## src/rtl/decode_hazard_scoreboard_if.sv

```systemverilog
// rtl/decode_hazard_scoreboard_if.sv - decode/writeback/drain signal bundle for the hazard scoreboard
interface decode_hazard_scoreboard_if #(
    parameter int NUM_REGS = 32,
    parameter int ADDR_W   = 5,
    parameter int CNT_W    = 16
);
    logic                id_valid;
    logic [ADDR_W-1:0]   id_rs;
    logic [ADDR_W-1:0]   id_rt;
    logic                id_use_rt;
    logic [ADDR_W-1:0]   id_rd;
    logic                id_reg_write;
    logic                wb_valid;
    logic [ADDR_W-1:0]   wb_addr;
    logic                drain_req;
    logic                id_issue;
    logic                id_stall;
    logic [NUM_REGS-1:0] pending;
    logic [ADDR_W:0]     outstanding;
    logic                drain_done;
    logic [CNT_W-1:0]    stall_cycles;

    modport master (
        output id_valid, id_rs, id_rt, id_use_rt, id_rd, id_reg_write,
        output wb_valid, wb_addr, drain_req,
        input  id_issue, id_stall, pending, outstanding, drain_done, stall_cycles
    );

    modport slave (
        input  id_valid, id_rs, id_rt, id_use_rt, id_rd, id_reg_write,
        input  wb_valid, wb_addr, drain_req,
        output id_issue, id_stall, pending, outstanding, drain_done, stall_cycles
    );
endinterface

```

## src/rtl/decode_hazard_scoreboard.sv

```systemverilog
// rtl/decode_hazard_scoreboard.sv - register scoreboard with RAW/WAW stall and drain control
module decode_hazard_scoreboard #(
    parameter int NUM_REGS = 32,
    parameter int ADDR_W   = 5,
    parameter int CNT_W    = 16
) (
    input  logic                      clk,
    input  logic                      reset,
    decode_hazard_scoreboard_if.slave bus
);
    typedef enum logic [1:0] {RUN, DRAIN, DONE} state_t;

    state_t              state_q, state_d;
    logic [NUM_REGS-1:0] pending_q, pending_d;
    logic [ADDR_W:0]     outstanding_q, outstanding_d;
    logic                drain_done_q, drain_done_d;
    logic [CNT_W-1:0]    stall_cycles_q, stall_cycles_d;

    logic [NUM_REGS-1:0] clr;
    logic [NUM_REGS-1:0] set;
    logic [NUM_REGS-1:0] pend_eff;
    logic                hazard;
    logic                stall;
    logic                issue;

    // Writeback clears its bit in the same cycle so a dependent instruction is released immediately.
    always_comb begin
        clr = '0;
        if (bus.wb_valid) clr[bus.wb_addr] = 1'b1;
        pend_eff = pending_q & ~clr;
        hazard = pend_eff[bus.id_rs]
               | (bus.id_use_rt & pend_eff[bus.id_rt])
               | (bus.id_reg_write & pend_eff[bus.id_rd]);
        stall = bus.id_valid & (hazard | (state_q == DRAIN));
        issue = bus.id_valid & ~stall;
    end

    // New writer sets its bit after the clear, so an issue and writeback to the same register keep it pending.
    always_comb begin
        set = '0;
        if (issue && bus.id_reg_write && bus.id_rd != '0) set[bus.id_rd] = 1'b1;
        pending_d = pend_eff | set;
        outstanding_d = '0;
        for (int i = 0; i < NUM_REGS; i++) begin
            outstanding_d = outstanding_d + {{ADDR_W{1'b0}}, pending_d[i]};
        end
        stall_cycles_d = stall_cycles_q;
        if (stall && stall_cycles_q != '1) stall_cycles_d = stall_cycles_q + 1'b1;
    end

    // Drain sequencing: block issue until every outstanding write has retired, then pulse done.
    always_comb begin
        state_d = state_q;
        case (state_q)
            RUN:     if (bus.drain_req) state_d = DRAIN;
            DRAIN:   if (pend_eff == '0) state_d = DONE;
            DONE:    state_d = bus.drain_req ? DRAIN : RUN;
            default: state_d = RUN;
        endcase
        drain_done_d = (state_d == DONE);
    end

    // State registers with synchronous reset.
    always_ff @(posedge clk) begin
        if (reset) begin
            state_q        <= RUN;
            pending_q      <= '0;
            outstanding_q  <= '0;
            drain_done_q   <= 1'b0;
            stall_cycles_q <= '0;
        end else begin
            state_q        <= state_d;
            pending_q      <= pending_d;
            outstanding_q  <= outstanding_d;
            drain_done_q   <= drain_done_d;
            stall_cycles_q <= stall_cycles_d;
        end
    end

    assign bus.id_issue     = issue;
    assign bus.id_stall     = stall;
    assign bus.pending      = pending_q;
    assign bus.outstanding  = outstanding_q;
    assign bus.drain_done   = drain_done_q;
    assign bus.stall_cycles = stall_cycles_q;
endmodule

```

## src/flat_wrapper.sv

```systemverilog
// flat-port wrapper written by rule: the top's interface ports become plain ports
module decode_hazard_scoreboard_flat 
#(
    parameter int NUM_REGS = 32,
    parameter int ADDR_W   = 5,
    parameter int CNT_W    = 16
)
  (clk, reset, bus_id_valid, bus_id_rs, bus_id_rt, bus_id_use_rt, bus_id_rd, bus_id_reg_write, bus_wb_valid, bus_wb_addr, bus_drain_req, bus_id_issue, bus_id_stall, bus_pending, bus_outstanding, bus_drain_done, bus_stall_cycles);
  decode_hazard_scoreboard_if #(.NUM_REGS(NUM_REGS), .ADDR_W(ADDR_W), .CNT_W(CNT_W)) bus_i ();
  input  logic clk;
  input  logic reset;
  input wire logic [$bits(bus_i.id_valid)-1:0] bus_id_valid;
  input wire logic [$bits(bus_i.id_rs)-1:0] bus_id_rs;
  input wire logic [$bits(bus_i.id_rt)-1:0] bus_id_rt;
  input wire logic [$bits(bus_i.id_use_rt)-1:0] bus_id_use_rt;
  input wire logic [$bits(bus_i.id_rd)-1:0] bus_id_rd;
  input wire logic [$bits(bus_i.id_reg_write)-1:0] bus_id_reg_write;
  input wire logic [$bits(bus_i.wb_valid)-1:0] bus_wb_valid;
  input wire logic [$bits(bus_i.wb_addr)-1:0] bus_wb_addr;
  input wire logic [$bits(bus_i.drain_req)-1:0] bus_drain_req;
  output wire logic [$bits(bus_i.id_issue)-1:0] bus_id_issue;
  output wire logic [$bits(bus_i.id_stall)-1:0] bus_id_stall;
  output wire logic [$bits(bus_i.pending)-1:0] bus_pending;
  output wire logic [$bits(bus_i.outstanding)-1:0] bus_outstanding;
  output wire logic [$bits(bus_i.drain_done)-1:0] bus_drain_done;
  output wire logic [$bits(bus_i.stall_cycles)-1:0] bus_stall_cycles;
  assign bus_i.id_valid = bus_id_valid;
  assign bus_i.id_rs = bus_id_rs;
  assign bus_i.id_rt = bus_id_rt;
  assign bus_i.id_use_rt = bus_id_use_rt;
  assign bus_i.id_rd = bus_id_rd;
  assign bus_i.id_reg_write = bus_id_reg_write;
  assign bus_i.wb_valid = bus_wb_valid;
  assign bus_i.wb_addr = bus_wb_addr;
  assign bus_i.drain_req = bus_drain_req;
  assign bus_id_issue = bus_i.id_issue;
  assign bus_id_stall = bus_i.id_stall;
  assign bus_pending = bus_i.pending;
  assign bus_outstanding = bus_i.outstanding;
  assign bus_drain_done = bus_i.drain_done;
  assign bus_stall_cycles = bus_i.stall_cycles;
  decode_hazard_scoreboard #(.NUM_REGS(NUM_REGS), .ADDR_W(ADDR_W), .CNT_W(CNT_W)) u_core (.clk(clk), .reset(reset), .bus(bus_i));
endmodule
```

## config.mk

```make
export PLATFORM = sky130hd
export DESIGN_NAME = decode_hazard_scoreboard_flat
export DESIGN_NICKNAME = d
export VERILOG_FILES = /design/src/rtl/decode_hazard_scoreboard_if.sv /design/src/rtl/decode_hazard_scoreboard.sv /design/src/flat_wrapper.sv
export SDC_FILE = /design/constraint.sdc
export NUM_CORES = 1
export LEC_CHECK = 0
export CORE_MARGIN = 2
export CORE_UTILIZATION = 48
export DETAILED_ROUTE_END_ITERATION = 8
export GPL_TIMING_DRIVEN = 0
export PLACE_DENSITY_LB_ADDON = 0.15
export SYNTH_ARGS = -nofsm -noshare
export SYNTH_HDL_FRONTEND = slang
export SYNTH_SLANG_ARGS = --single-unit
```

## constraint.sdc

```tcl
create_clock -name clk -period 8.49 [get_ports clk]
set_clock_uncertainty 0.15 [all_clocks]
set_input_delay 0.849 -clock clk [delete_from_list [all_inputs] [get_ports clk]]
set_output_delay 0.849 -clock clk [all_outputs]
set_load 0.01 [all_outputs]
```

==> metrics.md <==
| Metric | Value |
|---|---|
| Most common library cell in the layout ignoring fill and taps | sky130_fd_sc_hd__clkdlybuf4s50_1 |
| Normalized max-slew margin | 58.8% |
| Die width | 99.7 um |
| Setup total negative slack | 0 ps |
| Arrival @ worst endpoint | a little over 8000 ps |
| Critical Path Slowest Stage Cell | sky130_fd_sc_hd__fa_1 |
| Hold Crit Endpoint | u_core.bus.stall_cycles[7] |
| Final Setup Violations | 0 |
| Result of the run | finished, final reports clean |
| Overall global routing resource usage | about 34% |
| Final hold vios | 0 |
| Highest-count cells in the layout ignoring fill and taps | sky130_fd_sc_hd__clkdlybuf4s50_1 (71), sky130_fd_sc_hd__nor2_1 (62), sky130_fd_sc_hd__dfxtp_1 (57) |
| Required @ worst endpoint | 8550 ps |
| Count of standard-cell rows | 34 |
| TritonCTS clock tree | yes |
| Library cells used by synthesis | between 60 and 70 |
| Leakage power | about 2.3 nW |
| Average wire length per cell after detail routing | approximately 22 um |
| Multi-input combinational cell area | 3180 um2 |
| Nature of the critical path startpoint | input port |
| Fraction of layout instances using a drive strength above 1 | approximately 15% |
| Crit-path max cell delay | approximately 550 ps |
| Number of clock sinks | between 50 and 60 |
| Tcrit/Tclk final | between 90 and 100% |
| Top flip-flop cell by instance count after synthesis | sky130_fd_sc_hd__dfxtp_1 |
| Placeable core region | slightly below 9000 um2 |
| Final-report max-slew violation count | 0 |
| Number of antenna violations at the first check in global routing | 0 |
| PnR Total Power | around 0.70 mW |
| Worst-margin pin slew | 611 ps |
| Critical R2R Capture | u_core.bus.outstanding[4] |
| Count of port buffers added during placement | 76 |
| Largest vdd supply drop | between 0.1 and 0.15 mV |
| Buffers from clock root to sink, at most | 2 |
| Wire length after detailed routing | around 17 mm |
| Yosys Warn Count | 0 |
| Power density over the cells | 120 nW/um2 |
| Share of flip-flops with an asynchronous set or reset after synthesis | 0% |
| Clock tree root driver cell | sky130_fd_sc_hd__clkbuf_8 |
| Category of the worst setup path capture point | flip-flop |
| I/O pins | between 80 and 90 |
| Count of antenna diodes in the layout | 0 |
| Number of H-tree levels | 3 |
| Clock buffers created by TritonCTS | 9 |
| Start-to-end type of the worst setup path | in2reg |
| Post-synthesis instance area | 4390 um2 |
| Register clock-pin slew on the reported worst setup and hold paths | 80 ps |
| Fill cell count | 776 |
| Synth Area per Inst | ~8.3 um2 |
| Detail Route Antenna Nets | 0 |
| Met2 Wirelength | 7.57 mm |
| Post-synthesis register bit count | 57 |
| Number of buffers inserted by hold repair at cts | 0 |
| Congestion Overflow GR | 0 |
| Mean number of vias per cell | roughly 6.4 |
| Synth Net Count | slightly below 600 |
| Min cycle time layout | roughly 8300 ps |
| Sequential fraction of the synthesis area | approximately 26% |
| Min-delay src | u_core.bus.stall_cycles[7] |
| Critical-path maximum fanout | 10 |
| FF-to-FF path depth | 27 |
| Post-Synthesis Cells | 531 |
| Count of TritonRoute iterations in the first routing pass | 6 |
| Die ar. | between 9000 and 10000 um2 |
| Flop-to-flop setup slack | approximately 1100 ps |
| Die height | about 100 um |
| Worst min path class | reg2reg |
| Violation count after the first detailed-routing iteration | about 460 |
| Area growth syn-to-layout | 33.3% |
| Maximum number of pins on one net before global-route repair | 13 |
| Reg-to-reg critical path startpoint | u_core.bus.pending[7] |
| Final HPWL from detailed placement | 12.6 mm |
| Highest achievable clock rate | around 120 MHz |
| Final net count | ~690 |
| Reg area | ~1100 um2 |
| Initial core utilization | about half |
| Clock latency at the later pin of the worst-skew pair | around 350 ps |
| Number of global-route vias before repair | 4602 |
| Top metal layer carrying routed signals | met4 |
| Global-route wire length before repair | 25.8 mm |
| Worst Hold Path Cells | 2 |
| Amount of wire on met3 after detailed routing | between 1.5 and 2 mm |
| Detailed-route via count | approximately 4.7k |
| Sum of routed wire segments on met1 | around 7 mm |
| Cell repeated most along the worst path | sky130_fd_sc_hd__fa_1 |
| # DRC | 0 |
| Max Cap Viol | 0 |
| Routability congestion estimate from global placement | about 1 |
| Count of flip-flops with a built-in enable after synthesis | 0 |
layer usage:
metal  vias up  global-route usage [%]
li1       2128                       -
met5         -                       0
met2       306                    52.5
met4         0                    11.3
met1      2265                    48.0
met3        45                    7.73
cells by family (layout without fill, tap and decap cells):
group | Yosys count | count (layout) | synth area share, %
adders and majority gates | 33 | 33 | 13.5
xor gates and xnor gates | 6 | 6 | 1.20
buffers and inverters | 68 | 175 | 6.41
AOI/OAI and AO/OA | 154 | 154 | 22.6
DFF | 57 | 57 | 26.0
muxes | 17 | 17 | 7.07
and+or+nand+nor | 196 | 196 | 23.2
sequential cells by signal (all words and copies together), names as in the netlist:
register,cells
u_core.bus.drain_done,1
u_core.state_q,2
u_core.bus.pending,32
u_core.bus.outstanding,6
u_core.bus.stall_cycles,16
worst max-delay path by stage:
stage	end	slack (ps)	from
6_report	u_core.bus.outstanding[4]	230	bus_wb_addr[1]
5_1_grt	u_core.bus.outstanding[4]	-6	bus_wb_addr[1]
4_1_cts	u_core.bus.outstanding[4]	20	bus_wb_addr[4]
3_5_place_dp	u_core.bus.outstanding[4]	-1170	bus_wb_addr[4]
3_3_place_gp	u_core.bus.outstanding[4]	-1140	bus_wb_addr[3]
2_1_floorplan	u_core.bus.outstanding[4]	400	bus_wb_valid
per-stage QoR:
| stage | util, % | cells | setup WS [ps] | hold slack [ps] | cell area (um2) |
|---|---|---|---|---|---|
| 6_report | 66.5 | 746 | 234 | 358 | 5850 |
| 5_1_grt | 66.5 | 746 | -6.41 | 381 | 5850 |
| 4_1_cts | 65.3 | 740 | 17.0 | 355 | 5750 |
| 3_5_place_dp | 60.0 | 715 | -1170 | 341 | 5290 |
| 3_3_place_gp | 60.0 | 715 | -1140 | 329 | 5290 |
| 2_1_floorplan | - | 531 | 397 | 354 | 4390 |
synthesized netlist by cell type (2+ instances only):
cell type                   instances  area, um2
sky130_fd_sc_hd__clkbuf_1          18       67.6
sky130_fd_sc_hd__o211ai_1           5       37.5
sky130_fd_sc_hd__a21boi_0          10       75.1
sky130_fd_sc_hd__nor4_1             3       18.8
sky130_fd_sc_hd__a21oi_1           37        185
sky130_fd_sc_hd__o21ai_0           42        210
sky130_fd_sc_hd__a31oi_1            3       18.8
sky130_fd_sc_hd__or4_1              3       22.5
sky130_fd_sc_hd__nand3_1           15       75.1
sky130_fd_sc_hd__buf_4              3       22.5
sky130_fd_sc_hd__fa_1              24        480
sky130_fd_sc_hd__inv_1             38        143
sky130_fd_sc_hd__nand4bb_1          3       33.8
sky130_fd_sc_hd__a211oi_1           2       15.0
sky130_fd_sc_hd__o21ai_1            7       35.0
sky130_fd_sc_hd__mux4_2            11        248
sky130_fd_sc_hd__buf_2              6       30.0
sky130_fd_sc_hd__a21boi_1           2       15.0
sky130_fd_sc_hd__mux2_2             2       22.5
sky130_fd_sc_hd__dfxtp_1           57       1140
sky130_fd_sc_hd__nor2b_1            5       31.3
sky130_fd_sc_hd__a32oi_1            3       26.3
sky130_fd_sc_hd__and4_1             2       17.5
sky130_fd_sc_hd__xor2_1             5       43.8
sky130_fd_sc_hd__o221ai_1           3       26.3
sky130_fd_sc_hd__or3_1             12       75.1
sky130_fd_sc_hd__ha_1               9        113
sky130_fd_sc_hd__nor3_1            13       65.1
sky130_fd_sc_hd__and3_1             4       25.0
sky130_fd_sc_hd__nand2_1           39        146
sky130_fd_sc_hd__buf_1              2       7.51
sky130_fd_sc_hd__nor4_4             2       42.5
sky130_fd_sc_hd__nor2_1            62        233
sky130_fd_sc_hd__nor3b_1            3       22.5
sky130_fd_sc_hd__o21a_1            11       82.6
sky130_fd_sc_hd__nand2b_1           9       56.3
sky130_fd_sc_hd__nand4_1           11       68.8
sky130_fd_sc_hd__o31ai_1            8       60.1
sky130_fd_sc_hd__a21o_1             4       30.0
sky130_fd_sc_hd__mux2i_1            4       40.0
sky130_fd_sc_hd__nand4b_1           3       26.3
what timing repair did:
item                                    CTS  global route
pin swaps                                 8             6
cloned                                    0             1
endpoints found under the setup margin    6             5
resized for setup                        53            25
buffers inserted                          9             5
power breakdown:
| part | internal (mW) | switching (mW) |
|---|---|---|
| sequential | 0.271 | 0.00274 |
| clock | 0.168 | 0.132 |
| combinational | 0.0485 | 0.0780 |
layout make-up:
class / count / share of cell area, %
Buffer: 30 / 2.74
Sequential cell: 57 / 19.5
Multi-Input combinational cell: 406 / 54.3
Inverter: 38 / 2.44
Timing Repair Buffer: 91 / 14.8
Clock inverter: 7 / 1.77
Clock buffer: 9 / 2.12
Tap cell: 108 / 2.31
worst max-delay path: cells and delay by family:
kind	cells	cell delay [ps]
compound gates	7	1580
simple gates	5	760
xor+xnor	1	160
buf+inv	7	930
fa+ha+maj	9	4010
Note: power is estimated with default switching activity, not from simulation.
